## config.mk

```make
export PLATFORM = sky130hd
export DESIGN_NAME = image_mem_arbiter
export DESIGN_NICKNAME = d
export VERILOG_FILES = /design/src/rtl/image_mem_arbiter.sv
export SDC_FILE = /design/constraint.sdc
export NUM_CORES = 1
export LEC_CHECK = 0
export ABC_AREA = 1
export BUFFER_PORTS_ARGS = -buffer_cell sky130_fd_sc_hd__clkbuf_2
export CORE_AREA = 2 2 63 65
export DETAILED_ROUTE_END_ITERATION = 12
export DIE_AREA = 0 0 65 67
export PLACE_DENSITY = 0.76
export SLEW_MARGIN = 20
export SYNTH_ARGS = -nofsm -noshare
export SYNTH_HDL_FRONTEND = slang
export SYNTH_SLANG_ARGS = --single-unit
export TNS_END_PERCENT = 1
```

## constraint.sdc

```tcl
create_clock -name clk -period 1.35 [get_ports clk]
set_input_delay 0.405 -clock clk [delete_from_list [all_inputs] [get_ports clk]]
set_output_delay 0.405 -clock clk [all_outputs]
set_load 0.1 [all_outputs]
```

## src/rtl/image_mem_arbiter.sv

```systemverilog
// Arbitrates the single-port image RAM between a writer and a reader (round-robin on ties)
// and runs a clear sweep that fills every address with clr_value.
module image_mem_arbiter #(
  parameter int RAM_WIDTH     = 8,
  parameter int RAM_ADDR_BITS = 10
) (
  input  logic                     clk,
  input  logic                     rst,
  input  logic                     wr_req,
  input  logic [RAM_ADDR_BITS-1:0] wr_addr,
  input  logic [RAM_WIDTH-1:0]     wr_data,
  output logic                     wr_ack,
  input  logic                     rd_req,
  input  logic [RAM_ADDR_BITS-1:0] rd_addr,
  output logic                     rd_ack,
  output logic [RAM_WIDTH-1:0]     rd_data,
  output logic                     rd_valid,
  input  logic                     clr_start,
  input  logic [RAM_WIDTH-1:0]     clr_value,
  output logic                     clr_busy,
  output logic                     clr_done,
  output logic                     mem_we,
  output logic [RAM_ADDR_BITS-1:0] mem_addr,
  output logic [RAM_WIDTH-1:0]     mem_di,
  input  logic [RAM_WIDTH-1:0]     mem_do
);

  typedef enum logic {IDLE, CLEAR} state_t;

  state_t                   state, state_next;
  logic [RAM_ADDR_BITS-1:0] cnt;
  logic                     last_wr;  // 1: write was granted last, 0: read

  always_comb begin
    state_next = state;
    wr_ack     = 1'b0;
    rd_ack     = 1'b0;
    mem_we     = 1'b0;
    mem_addr   = rd_addr;
    mem_di     = wr_data;
    case (state)
      IDLE: begin
        if (clr_start) begin
          state_next = CLEAR;
        end else if (wr_req && (!rd_req || !last_wr)) begin
          wr_ack   = 1'b1;
          mem_we   = 1'b1;
          mem_addr = wr_addr;
        end else if (rd_req) begin
          rd_ack = 1'b1;
        end
      end
      CLEAR: begin
        mem_we   = 1'b1;
        mem_addr = cnt;
        mem_di   = clr_value;
        // Terminate on the all-ones address so the counter never needs an extra bit.
        if (cnt == {RAM_ADDR_BITS{1'b1}}) state_next = IDLE;
      end
      default: state_next = IDLE;
    endcase
  end

  always_ff @(posedge clk or posedge rst) begin
    if (rst) begin
      state    <= IDLE;
      cnt      <= '0;
      last_wr  <= 1'b0;
      rd_data  <= '0;
      rd_valid <= 1'b0;
      clr_busy <= 1'b0;
      clr_done <= 1'b0;
    end else begin
      state    <= state_next;
      rd_valid <= rd_ack;
      clr_busy <= (state_next == CLEAR);
      clr_done <= (state == CLEAR) && (state_next == IDLE);
      if (rd_ack) rd_data <= mem_do;
      if (wr_ack || rd_ack) last_wr <= wr_ack;
      if (state == IDLE && clr_start) cnt <= '0;
      else if (state == CLEAR)        cnt <= cnt + 1'b1;
    end
  end

endmodule

```

# Word level (Yosys, flattened, before mapping)
# Index checks and enable logic that the tools add are counted.
[classes]
mux = 17
bitwise = 2
eq_ne = 1
reduce_logical = 8
add_sub_neg = 1
[op_table]
columns = ["cell", "count"]
rows = [
  ["2-to-1 mux 10 bit", 4],
  ["one-hot mux 10 bit (2 select lines)", 1],
  ["adder 10 x 1 -> 10 bit (second input constant)", 1],
  ["== test 10 bit (second input constant)", 1],
  ["2-to-1 mux 1 bit", 9],
  ["2-to-1 mux 8 bit", 1],
  ["one-hot mux 1 bit (2 select lines)", 2],
  ["logical AND 1 bit", 3],
  ["logical NOT 1 bit", 2],
  ["logical OR 1 bit", 2],
  ["NOT 1 bit", 2],
  ["nonzero test 2 bit", 1],
]
[word_totals]
out_inout_bits = 32
in_bits = 49
wordCells = 35
ff_bits = 22

# Logic depth before layout (Yosys ltp)
# Gate-level depths: netlist of run 1.
[logic_depth]
word_depth = 7
depth_mapped = 8
ltp_nobuf = 7

# Worst setup path after synthesis of run 1
# Ideal clock, no wire load.
[synth_timing]
kind = "reg-to-output"
startpoint = "reg state"
endpoint = "out mem_di[4]"
required_ns = 0.945
path_stages_with_launch = 5
slack_ns = -1.202
path_buffers = 2
arrival_ns = 2.147
path_cell_list = "dfrtp_1 -> buf_6 -> clkbuf_1 -> nand2_1 -> nand2_1"
[synth_between]
elab_chain_len = 1
[synth_rtl]
columns = ["item", "line", "text"]
rows = [
  ["start: declaration", "30", "state_t state, state_next;"],
  ["start signal: assignment", "74", "state <= state_next;"],
  ["2-to-1 mux 8 bit", "41", "case (state)"],
  ["end: declaration", "24", "output logic [RAM_WIDTH-1:0] mem_di,"],
]
# No other way between the ends.

# Worst setup path after layout of run 1
[layout_timing]
startpoint = "reg state"
endpoint = "out mem_addr[5]"
[layout_between]
elab_chain_len = 2
[layout_rtl]
columns = ["item", "line", "text"]
rows = [
  ["NOT 1 bit", "-", ""],
  ["one-hot mux 10 bit (2 select lines) (*)", "41", ""],
  ["end: declaration", "23", "output logic [RAM_ADDR_BITS-1:0] mem_addr,"],
]
# Mark *: on every way between the ends. The rest lies on a longest branch, timed or not.

==> summary.md, run 1 <==
| Metric | Value |
|---|---|
| Met1 usage | `25.8%` |
| GRT Overall Usage | `21.9%` |
| Final clock period utilization by the worst path | `138%` |
| Worst r2r dst | `cnt[6]$_DFFE_PP0P_` |
| # port buffers | `80` |
| Crit Path Class | `reg2out` |
| Met2 GRT Util | `40.2%` |
| Clock Latency Late Sink | `260 ps` |
| Clk sink count | `22` |
| Detailed Place HPWL | `3590 µm` |
| Clock Path Buffers | `2` |
| Residual DRC count | `0` |
| Hold Slack | `143 ps` |
| Initial antenna violation count | `0` |
| Fin area | `2640 µm²` |
| Die area | `4360 µm²` |
| Pins over their slew limit | `0` |
| DR pass1 iterations | `4` |
| Grt peak-use layer | `met2` |
| CTS clk-pin slew, worst paths | `70 ps` |
| Hold Fails Final Rpt | `0` |
| Syn nets | `245` |
| Ys Warns | `0` |
| Met3 Use GR | `3.72%` |
| CP arrival | `1450 ps` |
| Layout cells sized above 1 | `48.5%` |
| Inst Count DP | `334` |
| Depth of the CTS H-tree | `1` |
| Critical Path RT | `950 ps` |
| Root Buffer | `clkbuf_8` |
| Synthesized area | `1400 µm²` |
| Crit Path Max Fanout | `11` |
| R2R depth | `7` |
| Remaining Overflow, GRT | `0` |
| NumNets Final | `342` |
| Least-Margin Pin Slew | `282 ps` |
| Commonest cells after routing, fill and taps aside | `nand2_1, clkbuf_2, buf_12` |
| Max Fclk | `0.538 GHz` |
| Seq/Total Area, Yosys | `39.3%` |
| Placer Congestion | `0.803` |
| Leakage | `1.39 nW` |
| Post-synth top area share | `39.3%` |
| Vias in the first global route | `1,639` |
| Most common cell after layout, fill and taps aside | `nand2_1` |
| Ant. Diodes | `0` |
| Gate Count Post-Synth | `195` |
| Count of cell types in the netlist | `20` |
| Clk_skew | `3.65 ps` |
| FILL cells | `275` |
| Status | `finished, violations left` |
| ANT nets after route | `0` |
| Initial DRC count | `59` |
| Hold_buf cts | `0` |
| Most area-consuming cells after synthesis | `dfrtp_1, nand2_1, nand3_1` |
| Reg-to-Reg Start | `state$_DFF_PP0_` |
| Num CTS Buffers | `3` |
| Starting density of the core | `38.8%` |
| Power Dens Cells | `1890 nW/µm²` |
| Post-synthesis register bit count | `22` |
| Nature of the critical path startpoint | `register` |
| CTS tree | `done` |
| Final worst setup slack | `-508 ps` |
| Largest net degree at the start of global routing | `23` |
| Global-route wire length before repair | `7390 µm` |
| Finished Layout Cells | `339` |
| Core ar. | `3610 µm²` |
| Row count | `22` |
| Worst R2R Setup Slack | `-150 ps` |
| Max cap viols | `0` |
| Final setup violation count | `26` |
| Placed cell areas | `2570 µm²` |
| Element type at the critical path end | `output pin` |
| Syn avg cell area | `7.18 µm²` |
| Routed via count | `1,630` |
| Io pins | `81` |
| Register area | `554 µm²` |
| Peak VDD IR | `0.00111 V` |
| Largest area contributor in the netlist | `dfrtp_1` |
| Vias/cell | `4.81` |
| Die H | `67 µm` |
| Util after Layout | `73.2%` |
| WL/cell | `12.7 µm` |
| Hold WC Path Type | `in2async` |
| Multi-input gate area | `871 µm²` |
| Violated checks | `negative setup slack` |
| WL final | `4320 µm` |
| RSZ-0062 raised after global routing | `true` |
| Max transition margin | `81.2%` |
| Minimum clock period | `1860 ps` |
| Area grow syn2layout | `88.6%` |
| Die width | `65 µm` |
[synthesized netlist by cell type]
cell type  instances
nand2_1           81
buf_2              2
nor2_1            13
clkbuf_1           1
inv_2              1
buf_4              1
a21oi_1            4
inv_6              2
nand3_2            9
nand2_4            2
inv_1             12
buf_6              3
nand2_2            9
nand4_1            1
nor2_4             2
nand3_1           22
o21ai_0            5
nor3_1             2
dfrtp_1           22
ha_1               1
[registers in the layout, indices dropped and copies added (netlist names)]
signal / count
last_wr: 1
rd_valid: 1
clr_done: 1
state: 1
rd_data: 8
cnt: 10
[per-stage QoR]
stage               setup TNS (ps)  setup slack (ps)  total power, mW
finish                      -10030              -508             4.98
detailed placement           -6020              -347             4.57
floorplan                   -13150              -637             3.27
CTS                         -10630              -536             4.99
global route                -12520              -595             5.25
global placement             -5450              -330             4.50
[cell type report]
type / count / share of cell area, %
clock buffers: 4 / 1.71
flip-flops and latches: 22 / 21.0
well taps: 48 / 2.27
multi-input cells: 151 / 33.0
inverters: 15 / 2.51
repair buffers: 99 / 39.5
[what timing repair did]
action | 4_1_cts | 5_1_grt
gates cloned | 0 | 0
buffers inserted | 1 | 0
gates resized for setup | 3 | 3
endpoints found under the setup margin | 34 | 40
[worst max-delay path, cell delays in order, from the launching register on]
cell and delay, ps:
dfrtp_4 500, clkinv_4 70, nand2_4 50, nor2_4 100, buf_12 140, nand2_2 70, nand3_4 90, buf_12 170
[metal layers]
metal | routed length (µm) | share of wire (%)
met1 | 1740 | 40
met2 | 2290 | 53
met3 | 245 | 5.7
met5 | 0 | 0
met4 | 49 | 1.1
[how the worst max path moves through the flow]
stage                     cells after the start            start     endpoint  slack, ps
after floorplan                               7  state$_DFF_PP0_  mem_addr[0]       -640
after global placement                        8           rd_req  mem_addr[3]       -330
after detailed placement                      8           rd_req  mem_addr[9]       -350
after CTS                                     7  state$_DFF_PP0_  mem_addr[9]       -540
after global routing                          7  state$_DFF_PP0_  mem_addr[9]       -590
final                                         7  state$_DFF_PP0_  mem_addr[5]       -510
[power by group]
group	switching, mW	internal, mW	leakage (nW)
registers	0.182	0.839	0.274
logic	2.24	1.31	1.09
clock network	0.199	0.210	0.0228
total	2.62	2.36	1.39
[kinds of logic after synthesis]
group / count (synthesis) / synth area share, %
adder cells (fa/ha/maj): 1 / 0.894
AND/OR/NAND/NOR: 141 / 47.9
buffers and inverters: 22 / 8.67
AO/OA/AOI/OAI: 9 / 3.22
flip-flops: 22 / 39.3
(Power assumes the default switching activity.)
==> run 2: changes to the inputs <==
Settings changed: CELL_PAD_IN_SITES_DETAIL_PLACEMENT set to 1, CELL_PAD_IN_SITES_GLOBAL_PLACEMENT set to 2, CORE_AREA 2 2 63 65 to 2 2 87 89, DIE_AREA 0 0 65 67 to 0 0 89 91, PLACE_DENSITY 0.76 to unset, PLACE_DENSITY_LB_ADDON set to 0.1, SETUP_SLACK_MARGIN set to 0.1.
==> run 2 against run 1 <==
  * The flow still finishes with violations (negative setup slack)
  * Fmax shrank 2.1%
  * Core utilization shrank 33 points
  * Via count shrank 2.1%
  * Combinational power is 3% higher
  * Highest routed layer unchanged
==> summary.md, run 2 (synthesis gave the netlist of run 1 again) <==
| Metric | Value |
|---|---|
| Status | `finished, violations left` |
| Violated checks | `negative setup slack` |
| Max cap viols | `0 (unchanged)` |
| Routed via count | `1,596 (-2.1%)` |
| Final clock period utilization by the worst path | `141% (+3.0 points)` |
| Element type at the critical path end | `output pin` |
| Top reg by flops | `cnt` |
| Hold Fails Final Rpt | `0 (unchanged)` |
| Vias in the first global route | `1,653 (+0.85%)` |
| Net Sw Frac | `50.3% (-2.3 points)` |
| Hold Slack | `144 ps (+1.07 ps)` |
| Clk_skew | `3.06 ps (-0.593 ps)` |
| Number of flip-flops in the largest register | `10 (unchanged)` |
| Most common cell after layout, fill and taps aside | `nand2_1` |
| Starting density of the core | `19.6% (-19 points)` |
| Seq pwr share | `19.0% (-1.5 points)` |
| WL/cell | `12.2 µm (-4.5%)` |
| Final worst setup slack | `-548 ps (-40.3 ps)` |
| Largest net degree at the start of global routing | `23 (unchanged)` |
| Pins over their slew limit | `0 (unchanged)` |
| Commonest cells after routing, fill and taps aside | `nand2_1, clkbuf_2, buf_12` |
| Power Dens Cells | `1860 nW/µm² (-1.1%)` |
| Max Fclk | `0.527 GHz (-2.1%)` |
| Crit Path Class | `reg2out` |
| Hold_buf cts | `0 (unchanged)` |
| Area grow syn2layout | `104%` |
| Minimum clock period | `1900 ps (+40.3 ps)` |
| Depth of the CTS H-tree | `1 (unchanged)` |
| Die area | `8100 µm² (+86%)` |
| Placer Congestion | `0.699 (-13%)` |
| NumNets Final | `350 (+2.3%)` |
| ANT nets after route | `0 (unchanged)` |
| Die H | `91 µm (+36%)` |
| Row count | `31 (+41%)` |
| Hold WC Path Type | `in2async` |
| Detailed Place HPWL | `3990 µm (+11%)` |
| Clock Path Buffers | `2 (unchanged)` |
| Core ar. | `7140 µm² (+98%)` |
| # port buffers | `80 (unchanged)` |
| Ant. Diodes | `0 (unchanged)` |
| Layout cells sized above 1 | `53.2% (+4.7 points)` |
| Final setup violation count | `28 (+7.7%)` |
| CTS clk-pin slew, worst paths | `90 ps (+20 ps)` |
| DR pass1 iterations | `4 (unchanged)` |
| Largest registers | `cnt: 10 flops, rd_data: 8 flops` |
| Leakage | `1.45 nW (+4.5%)` |
| CTS tree | `done` |
| Final Total Pwr | `5.31 mW (+6.7%)` |
| Pint | `2.64 mW (+12%)` |
| Nature of the critical path startpoint | `register` |
| Clock Latency Late Sink | `270 ps (about the same)` |
| Clock power frac | `11.9% (+3.7 points)` |
| Vias/cell | `4.01 (-17%)` |
| Root Buffer | `clkbuf_8` |
| Remaining Overflow, GRT | `0 (unchanged)` |
| WL final | `4850 µm (+12%)` |
| Io pins | `81 (unchanged)` |
| Residual DRC count | `0 (unchanged)` |
| Initial DRC count | `33 (-44%)` |
| GRT Overall Usage | `12.4% (-9.5 points)` |
| Max transition margin | `80.0% (-1.2 points)` |
| Crit Path Max Fanout | `11 (unchanged)` |
| Net switching power | `2.67 mW (+2.0%)` |
| Num CTS Buffers | `3 (unchanged)` |
| CP arrival | `1490 ps (+40 ps)` |
| Initial antenna violation count | `0 (unchanged)` |
| Peak VDD IR | `0.000560 V (-50%)` |
| Combinational share of power | `69.1% (-2.2 points)` |
| Critical Path RT | `950 ps (about the same)` |
| Clk sink count | `22 (unchanged)` |
| RSZ-0062 raised after global routing | `true` |
| Global-route wire length before repair | `7940 µm (+7.4%)` |
| Least-Margin Pin Slew | `300 ps (+18.0 ps)` |
| Pre-CTS setup slack | `-360 ps (-12.4 ps)` |
| Die width | `89 µm (+37%)` |
[run 2: cell count changes in the layout (fill, tap and decap cells not counted), moves of 2 or more]
cell and change:
nand2_1 -9, buf_8 +2, nand2_4 +2, buf_4 +5, nand2_2 +7
[run 2: what timing repair did]
item                       in CTS  in global routing
resized for setup              15                  5
pin swaps                       0                  1
setup buffers                   1                  0
setup endpoints to repair      52                 52
[run 2: layer usage]
metal / vias to the layer above / track usage [%] / wire length [µm]
li1: 819 / - / -
met1: 720 / 17.7 / 2250
met2: 52 / 19.7 / 2240
met3: 5 / 1.73 / 317
met4: 0 / 2.99 / 43
met5: - / 0 / 0
[run 2: critical path, stage by stage, from the launching register on]
cell,delay (ps)
dfrtp_4,520
inv_6,80
nand2_4,50
nor2_4,100
buf_12,150
nand2_2,70
nand3_4,80
buf_12,170
[run 2: worst paths after layout]
check	slack [ps]	to	startpoint	cells past startpoint
setup / recovery	-550	mem_addr[3]	state$_DFF_PP0_	7
max in group asynchronous	950	state$_DFF_PP0_	rst	3
hold reg to reg	520	last_wr$_DFFE_PP0P_	last_wr$_DFFE_PP0P_	2
setup reg to reg	-100	cnt[6]$_DFFE_PP0P_	state$_DFF_PP0_	7
min in group clk	330	rd_data[3]$_DFFE_PP0P_	mem_do[3]	3
hold / removal	140	cnt[8]$_DFFE_PP0P_	rst	3
[run 2: power groups by stage]
stage                     logic, mW  clock network [mW]  registers (mW)
after floorplan                2.12                   0            1.15
after detailed placement       3.68                   0            1.02
after CTS                      3.71               0.660            1.01
final                          3.67               0.632            1.01
after global routing           3.90               0.678            1.04
after global placement         3.66                   0            1.02
[run 2: final cells by class]
type / instances / area (µm²)
Clock buffer: 3 / 41.3
Timing Repair Buffer: 107 / 1130
Multi-Input combinational cell: 151 / 903
Tap cell: 99 / 124
Inverter: 15 / 66.3
Sequential cell: 22 / 554
Clock inverter: 1 / 30.0
Fill cell: 871 / 4290
[run 2: stage by stage]
stage / instances / TNS [ps] / instance area, µm² / utilization [%]
after floorplan: 195 / -13150 / 1550 / -
after global placement: 393 / -6500 / 2710 / 38.0
after detailed placement: 393 / -6430 / 2710 / 38.0
after CTS: 398 / -11400 / 2830 / 39.7
after global routing: 398 / -13570 / 2850 / 39.9
final: 398 / -10930 / 2850 / 39.9
